## src/rtl/rgb_led_arbiter.sv

```systemverilog
// rgb_led_arbiter
//   Round-robin arbiter that shares one active-low RGB LED among three
//   requesters. The winner's colour is shown for HOLD_CYCLES. An optional
//   LED-off gap of GAP_CYCLES follows, and then the arbiter returns to IDLE,
//   where it spends at least one cycle before it arbitrates again.
//
//   Optional feature macro: IDLE_BLINK_EN
//     When defined, the LED blinks off/white with a half-period of BLINK_HALF
//     while the arbiter is in IDLE with no request pending.
//
// Ports
//   sys_clk    in   1  system clock
//   sys_rst_n  in   1  asynchronous active-low reset
//   req        in   3  level request per requester, held until its gnt bit
//   req_color  in   9  {G,B,R} colour of requester i at [3i+2:3i], active-high
//   gnt        out  3  one-cycle one-hot pulse when requester i wins
//   done       out  3  one-cycle one-hot pulse when requester i's display ends
//   busy       out  1  high while showing a colour or in the off gap
//   led        out  3  LED pins, active-low {G,B,R}; 3'b111 = off
module rgb_led_arbiter #(
  parameter int unsigned HOLD_CYCLES = 13_500_000,
  parameter int unsigned GAP_CYCLES  = 2_700_000,
  parameter int unsigned BLINK_HALF  = 13_500_000
) (
  input  logic       sys_clk,
  input  logic       sys_rst_n,
  input  logic [2:0] req,
  input  logic [8:0] req_color,
  output logic [2:0] gnt,
  output logic [2:0] done,
  output logic       busy,
  output logic [2:0] led
);

  // One counter covers hold, gap and (optionally) blink timing.
  localparam int unsigned MAX_HG  = (HOLD_CYCLES > GAP_CYCLES) ? HOLD_CYCLES : GAP_CYCLES;
  localparam int unsigned MAX_CNT = (MAX_HG > BLINK_HALF) ? MAX_HG : BLINK_HALF;
  localparam int unsigned CNT_W   = $clog2(MAX_CNT + 1);

  localparam logic [CNT_W-1:0] HOLD_LAST = CNT_W'(HOLD_CYCLES - 32'd1);
  localparam logic [CNT_W-1:0] GAP_LAST  =
    CNT_W'((GAP_CYCLES > 32'd0) ? (GAP_CYCLES - 32'd1) : 32'd0);
`ifdef IDLE_BLINK_EN
  localparam logic [CNT_W-1:0] BLINK_LAST = CNT_W'(BLINK_HALF - 32'd1);
`endif

  localparam logic [2:0] LED_OFF   = 3'b111;
  localparam logic [2:0] LED_WHITE = 3'b000;

  typedef enum logic [1:0] {
    ST_IDLE = 2'd0,
    ST_SHOW = 2'd1,
    ST_GAP  = 2'd2
  } state_e;

  state_e           state_q, state_d;
  logic [CNT_W-1:0] cnt_q, cnt_d;
  logic [1:0]       last_q, last_d;   // most recent winner, drives rr order
  logic [2:0]       gnt_d, done_d, led_d;
  logic             busy_d;
  logic [1:0]       pick_w;
`ifdef IDLE_BLINK_EN
  logic             blink_q, blink_d; // 1 = white phase of the idle blink
`endif

  // Colour field of requester i.
  function automatic logic [2:0] color_of(input logic [8:0] c, input logic [1:0] i);
    case (i)
      2'd0:    return c[2:0];
      2'd1:    return c[5:3];
      default: return c[8:6];
    endcase
  endfunction

  // One-hot encoding of a requester index.
  function automatic logic [2:0] onehot(input logic [1:0] i);
    case (i)
      2'd0:    return 3'b001;
      2'd1:    return 3'b010;
      default: return 3'b100;
    endcase
  endfunction

  // First set request searching upward from the requester after 'last'.
  function automatic logic [1:0] rr_pick(input logic [2:0] r, input logic [1:0] last);
    logic [1:0] idx;
    logic [1:0] pick;
    logic       found;
    pick  = 2'd0;
    found = 1'b0;
    idx   = (last == 2'd2) ? 2'd0 : last + 2'd1;
    for (int i = 0; i < 3; i++) begin
      if (!found && r[idx]) begin
        pick  = idx;
        found = 1'b1;
      end
      idx = (idx == 2'd2) ? 2'd0 : idx + 2'd1;
    end
    return pick;
  endfunction

  // State and output registers.
  always_ff @(posedge sys_clk or negedge sys_rst_n) begin
    if (!sys_rst_n) begin
      state_q <= ST_IDLE;
      cnt_q   <= '0;
      last_q  <= 2'd2;       // requester 0 searched first after reset
      gnt     <= 3'b000;
      done    <= 3'b000;
      busy    <= 1'b0;
      led     <= LED_OFF;
`ifdef IDLE_BLINK_EN
      blink_q <= 1'b0;
`endif
    end else begin
      state_q <= state_d;
      cnt_q   <= cnt_d;
      last_q  <= last_d;
      gnt     <= gnt_d;
      done    <= done_d;
      busy    <= busy_d;
      led     <= led_d;
`ifdef IDLE_BLINK_EN
      blink_q <= blink_d;
`endif
    end
  end

  // Next-state and next-output logic.
  always_comb begin
    state_d = state_q;
    cnt_d   = cnt_q;
    last_d  = last_q;
    gnt_d   = 3'b000;
    done_d  = 3'b000;
    busy_d  = busy;
    led_d   = led;
    pick_w  = rr_pick(req, last_q);
`ifdef IDLE_BLINK_EN
    blink_d = blink_q;
`endif

    case (state_q)
      ST_IDLE: begin
        busy_d = 1'b0;
        if (req != 3'b000) begin
          // Grant wins over any blink phase; the LED register latches the colour.
          gnt_d   = onehot(pick_w);
          led_d   = ~color_of(req_color, pick_w);
          busy_d  = 1'b1;
          cnt_d   = '0;
          last_d  = pick_w;
          state_d = ST_SHOW;
`ifdef IDLE_BLINK_EN
          blink_d = 1'b0;
`endif
        end else begin
`ifdef IDLE_BLINK_EN
          if (cnt_q == BLINK_LAST) begin
            cnt_d   = '0;
            blink_d = ~blink_q;
            led_d   = blink_q ? LED_OFF : LED_WHITE;
          end else begin
            cnt_d   = cnt_q + CNT_W'(1);
            led_d   = blink_q ? LED_WHITE : LED_OFF;
          end
`else
          led_d = LED_OFF;
`endif
        end
      end

      ST_SHOW: begin
        if (cnt_q == HOLD_LAST) begin
          done_d = onehot(last_q);
          led_d  = LED_OFF;
          cnt_d  = '0;
          if (GAP_CYCLES != 32'd0) begin
            state_d = ST_GAP;
          end else begin
            state_d = ST_IDLE;
            busy_d  = 1'b0;
          end
`ifdef IDLE_BLINK_EN
          blink_d = 1'b0;
`endif
        end else begin
          cnt_d = cnt_q + CNT_W'(1);
        end
      end

      ST_GAP: begin
        led_d = LED_OFF;
        if (cnt_q == GAP_LAST) begin
          cnt_d   = '0;
          busy_d  = 1'b0;
          state_d = ST_IDLE;
`ifdef IDLE_BLINK_EN
          blink_d = 1'b0;
`endif
        end else begin
          cnt_d = cnt_q + CNT_W'(1);
        end
      end

      default: begin
        state_d = ST_IDLE;
        cnt_d   = '0;
        busy_d  = 1'b0;
        led_d   = LED_OFF;
      end
    endcase
  end

endmodule

```

## config.mk

```make
export PLATFORM = sky130hd
export DESIGN_NAME = rgb_led_arbiter
export DESIGN_NICKNAME = d
export VERILOG_FILES = /design/src/rtl/rgb_led_arbiter.sv
export SDC_FILE = /design/constraint.sdc
export NUM_CORES = 1
export LEC_CHECK = 0
export BUFFER_PORTS_ARGS = -buffer_cell sky130_fd_sc_hd__buf_2
export CAP_MARGIN = 0
export CORE_UTILIZATION = 62
export CTS_CLUSTER_SIZE = 20
export DETAILED_ROUTE_END_ITERATION = 8
export PLACE_DENSITY = 0.88
export SLEW_MARGIN = 5
export SYNTH_ARGS = -nofsm -noshare
export SYNTH_HDL_FRONTEND = slang
export SYNTH_SLANG_ARGS = --single-unit
```

## constraint.sdc

```tcl
create_clock -name sys_clk -period 5.3 [get_ports sys_clk]
set_clock_uncertainty 0.1 [all_clocks]
set_input_delay 0.53 -clock sys_clk [delete_from_list [all_inputs] [get_ports sys_clk]]
set_output_delay 0.53 -clock sys_clk [all_outputs]
set_load 0.02 [all_outputs]
```

After elaboration in Yosys (flattened, before gate mapping)
Index checks and enable logic that the tools add are counted.

operators by class
  add/subtract/negate cells = 4
  $lt $le $gt $ge = 3
  equality and inequality tests = 12
  mux-type cells = 37
  bitwise operators = 2
  reduce and logical (&&, ||, !) cells = 11

operators with widths
  operator                                                    count
  two-way mux 24 bit                                          3
  one-hot mux 24 bit (3 select lines)                         1
  adder 24 x 1 -> 24 bit, second input constant               1
  == test 24 x 22 -> 1 bit, second input constant             1
  == test 24 bit, second input constant                       1
  two-way mux 3 bit                                           8
  one-hot mux 3 bit (2 select lines)                          4
  two-way mux 2 bit                                           9
  less-than comparator 2 x 3 -> 1 bit, second input constant  3
  == test 2 bit, second input constant                        4
  two-way mux 1 bit                                           7
  adder 2 x 1 -> 2 bit, second input constant                 3
  binary-select mux 1 bit (select 2 bit)                      3
  == test 2 x 1 -> 1 bit, second input constant               3
  logical NOT 2 bit                                           3
  != test 2 bit, second input constant                        3
  one-hot mux 2 bit (3 select lines)                          1
  AND reduction 2 bit                                         2
  NOT 3 bit                                                   1
  one-hot mux 1 bit (3 select lines)                          1
  AND reduction 3 bit                                         1
  nonzero test 3 bit                                          1
  logical AND 1 bit                                           2
  logical NOT 1 bit                                           2
  NOT 1 bit                                                   1

word-level totals
  bits in registers = 38
  bits of input ports = 14
  word-level logic and storage cells = 76

Longest topological paths before layout
  word-level depth = 18
  depth in mapped cells = 8

Worst setup path after synthesis
No wires, ideal clock.

  kind = register -> register
  start point = register cnt_q[0]
  end point = register cnt_q[20]
  setup time = 0.124 ns
  arrival = 1.994 ns
  data required time = 5.076 ns
  path slack = 3.082 ns
  cell stages (with the launch flop) = 8
  path buffers = 1
  period minus slack after synthesis = 2.218 ns
  cell sequence = dfrtp_1 -> ha_1 -> and4_4 -> nand3_4 -> o41ai_4 -> a21oi_2 -> buf_2 -> a211o_1

on the way
  word-level cells in the longest chain between the ends = 3

RTL lines
  element                                               line      text
  start, declared                                       57        logic [CNT_W-1:0] cnt_q, cnt_d;
  start signal, assigned                                117       cnt_q <= cnt_d;
  adder 24 x 1 -> 24 bit, or another cell as far along  188, 202
  two-way mux 24 bit (on tied branches)                 194, 174
  one-hot mux 24 bit (3 select lines) *                 143       case (state_q)

Mark *: on every way between the ends. The rest lies on a longest branch, timed or not.
A chain may end at the register's enable or synchronous reset.

Final worst setup path
  start point = register cnt_q[0]
  end point = register cnt_q[18]

The elaborated chain is that of the path after synthesis.

==> reports/summary.md <==
* run status: completed
* Die W: 58.90 um
* number of cells traversed by the worst register-to-register path: 7
* dpl hpwl: 2906 um
* cell count after synthesis: 209
* Net Sw Frac: 35.97%
* mean routed wirelength per cell: 14.75 um
* final critical delay including setup and external delays: 2.883 ns
* remaining design rule violation count: 0
* TritonCTS clock tree: done
* hold buffer count at cts: 0
* effective utilization at floorplan: 65.74%
* Primary FF master, synth: dfrtp_1
* count of flip-flops with a built-in enable after synthesis: 0
* setup TNS: 0 ns
* fraction of synthesis flops using an asynchronous set or reset pin: 100.0%
* Detailed Routing Iterations Pass 1: 4
* core region area: 3053 um^2
* slowest stage cell, crit path: nor2_1
* count of inserted antenna diode cells: 0
* number of global-route vias before repair: 1580
* Post-Route WL: 4131 um
* Die ar.: 3469 um^2
* maximum number of pins on one net before global-route repair: 39
* number of antenna violations at the first check in global routing: 0
* achievable frequency: 0.3469 GHz
* worst ir drop on vdd: 0.2722 mV
* slew at the pin with the worst max-slew slack: 1.116 ns
* number of placement rows: 20
* DR vias: 1643
* via-per-instance ratio: 5.868
* Fill cells: 240
* critical path launch point type: flip-flop
* data required time of the worst path: 5.43 ns
* peak per-stage delay on the critical path: 0.67 ns
* cell chosen for the clock root: clkbuf_4
* Period Utilization, post-route: 54.39%
* clock tree buffer depth: 2
* worst min-delay path category: primary input to asynchronous set/reset pin
* number of gates resized after CTS: 0
* Worst setup endpoint: cnt_q[18]
* Worst Path Class, Setup: flip-flop to flip-flop
* number of failing setup endpoints in the final timing report: 0
* netlist area before placement: 2007 um^2
* share of power burned in registers: 45.1%
* # port buffers: 23
* maximum level of the CTS H-tree: 2
* cell types with the largest area share after synthesis: dfrtp_1 42%, dfstp_2 5.2%, nor2_1 4.5%
* Area growth, synth to finish: 11.91%
* Unique masters post-synth: 42
* total overflow reported by the global router: 0
* RSZ-0062 raised after global routing: false
* most used cell along the critical path: nor2_1
* final cell count without fillers: 280
* origin of the critical flop-to-flop path: cnt_q[0]
* CTS Buf Count: 5
* static leakage: 0.0009803 uW
* clock group share of total power: 25.1%
* Clock Sink Count: 38
* number of slew-limit violations in the final report: 0
* number of buffers added for setup after CTS: 0
* Antenna Nets Post-Route: 0
* power density cells: 357.7 nW/um^2
* Worst Path Arrival: 3.01 ns
* top cell type's share of synthesized area: 42.39%
* worst relative slew slack: 25.44%
* end of the worst register-to-register path: cnt_q[18]
* violation count after the first detailed-route iteration: 66
* IO Pins: 24
* Chip Height: 58.90 um
* Net count, final: 253
* critical path fanouts, max: 12
* kind of end point of the critical path: flip-flop
* GP Congestion: 0.8349
* share of cells above drive strength 1: 18.22%
* total track usage: 27.97%
* fraction of power consumed by combinational cells: 29.8%
* worst skew pair latency: 0.36 ns
* reg-to-reg slack, setup: 2.42 ns
* biggest area consumer among synthesized cells: dfrtp_1
* Synth warnings: 0
* most common library cell in the layout ignoring fill and taps: dfrtp_1
* cells traversed along the worst timing path: ha_1, and4_4, nand3_4, o41ai_4, a21oi_2, nor2_1, nor2_1
* most frequent cells in the layout: 34 x dfrtp_1, 24 x nor2_1, 23 x buf_2
* max-cap violation count: 0
* reported net switching power: 289.0 uW
* post-synthesis sequential element count: 38
* number of nets produced by synthesis: 227
* count of placed standard cells including taps: 272
* Final Hold Violating Endpoints: 0
* internal power contribution: 514.4 uW
* clock input transition at the sequential cells of the worst setup and hold paths: 0.12 ns
* post-synthesis sequential area ratio: 47.63%
* synthesized area per cell: 9.603 um^2
* sequential standard cell area: 955.9 um^2
* startpoint of the most critical setup path: cnt_q[0]
* wire length of the first global-routing pass: 7134 um
* area of the multi-input gates: 999.7 um^2
==> power by group through the flow <==
stage	Combinational (uW)	Sequential (uW)	Clock [uW]
finish	240	362	202
global placement	231	363	0
CTS	239	361	204
detailed placement	237	365	0
floorplan	152	385	0
global route	268	367	216
==> per-stage QoR <==
step / hold slack [ns] / power, uW / setup slack, ns / area (um^2) / util, %
floorplan: 0.1344 / 537.4 / 3.082 / 2007 / -
global placement: 0.3884 / 594.7 / 2.529 / 2163 / 70.86
detailed placement: 0.4053 / 602.3 / 2.470 / 2163 / 70.86
CTS: 0.1691 / 804.5 / 2.459 / 2246 / 73.57
global route: 0.2246 / 850.4 / 2.178 / 2246 / 73.57
finish: 0.1522 / 803.4 / 2.417 / 2246 / 73.57
==> worst min-delay path by stage <==
stage	startpoint	end	slack (ns)	cells past startpoint
2_1_floorplan	sys_rst_n	busy	0.13	0
3_3_place_gp	last_q[0]	done[0]	0.39	1
3_5_place_dp	led[2]	led[2]	0.41	2
4_1_cts	sys_rst_n	cnt_q[13]	0.17	1
5_1_grt	sys_rst_n	cnt_q[13]	0.22	1
6_report	sys_rst_n	cnt_q[13]	0.15	1
==> logic make-up (layout without fill, tap and decap cells) <==
group / Yosys count / count (layout) / synth area share, %
AND/OR/NAND/NOR: 100 / 100 / 26.93
AO/OA/AOI/OAI: 40 / 40 / 14.34
flip-flops: 38 / 38 / 47.63
buffers and inverters: 14 / 41 / 2.868
XOR/XNOR: 12 / 12 / 5.237
adder cells (fa/ha/maj): 4 / 4 / 2.494
multiplexers: 1 / 1 / 0.4988
==> area by class of cell <==
cell class              instances  area share (%)
inverters                      10           1.671
multi-input cells             157           44.51
clock buffers                   5           1.671
repair buffers                 23           5.125
well taps                      44           2.451
flip-flops and latches         38           42.56
clock inverters                 3           2.006
==> critical path: cells and delay by family, from the launching register on <==
kind / cells / cell delay, ns
adder cells (fa/ha/maj): 1 / 0.24
flip-flops: 1 / 0.44
AO/OA/AOI/OAI: 2 / 0.81
AND/OR/NAND/NOR: 4 / 1.18
==> registers in the layout (all words and copies together) (netlist names) <==
name     flops
cnt_q       24
last_q       2
state_q      2
gnt          3
busy         1
done         3
led          3
==> routing by layer <==
metal  global-route usage (%)  wire, um  vias up
met1                    37.43      1833      788
met2                    45.13      2056       45
met3                    4.835       194        6
li1                         -         -      804
met4                    11.56        46        0
met5                        0         0        -
==> synthesized netlist by cell type, types with 2 or more instances <==
master,count
xor2_1,9
or3_1,5
a21oi_1,12
inv_1,10
clkbuf_1,2
dfstp_2,4
o41ai_4,2
nor2_1,24
o21ai_0,10
nand3_1,15
nor3_1,4
xnor2_1,3
o311ai_0,2
a22oi_1,3
nand2b_1,3
nor4_1,2
dfrtp_1,34
and3_1,6
nand4_1,8
and4bb_1,2
a21o_1,2
nor4b_1,2
nor2b_1,3
o22ai_1,2
and2_1,2
a211o_1,2
nand2_1,18
ha_1,4
Note: power is estimated with default switching activity, not from simulation.
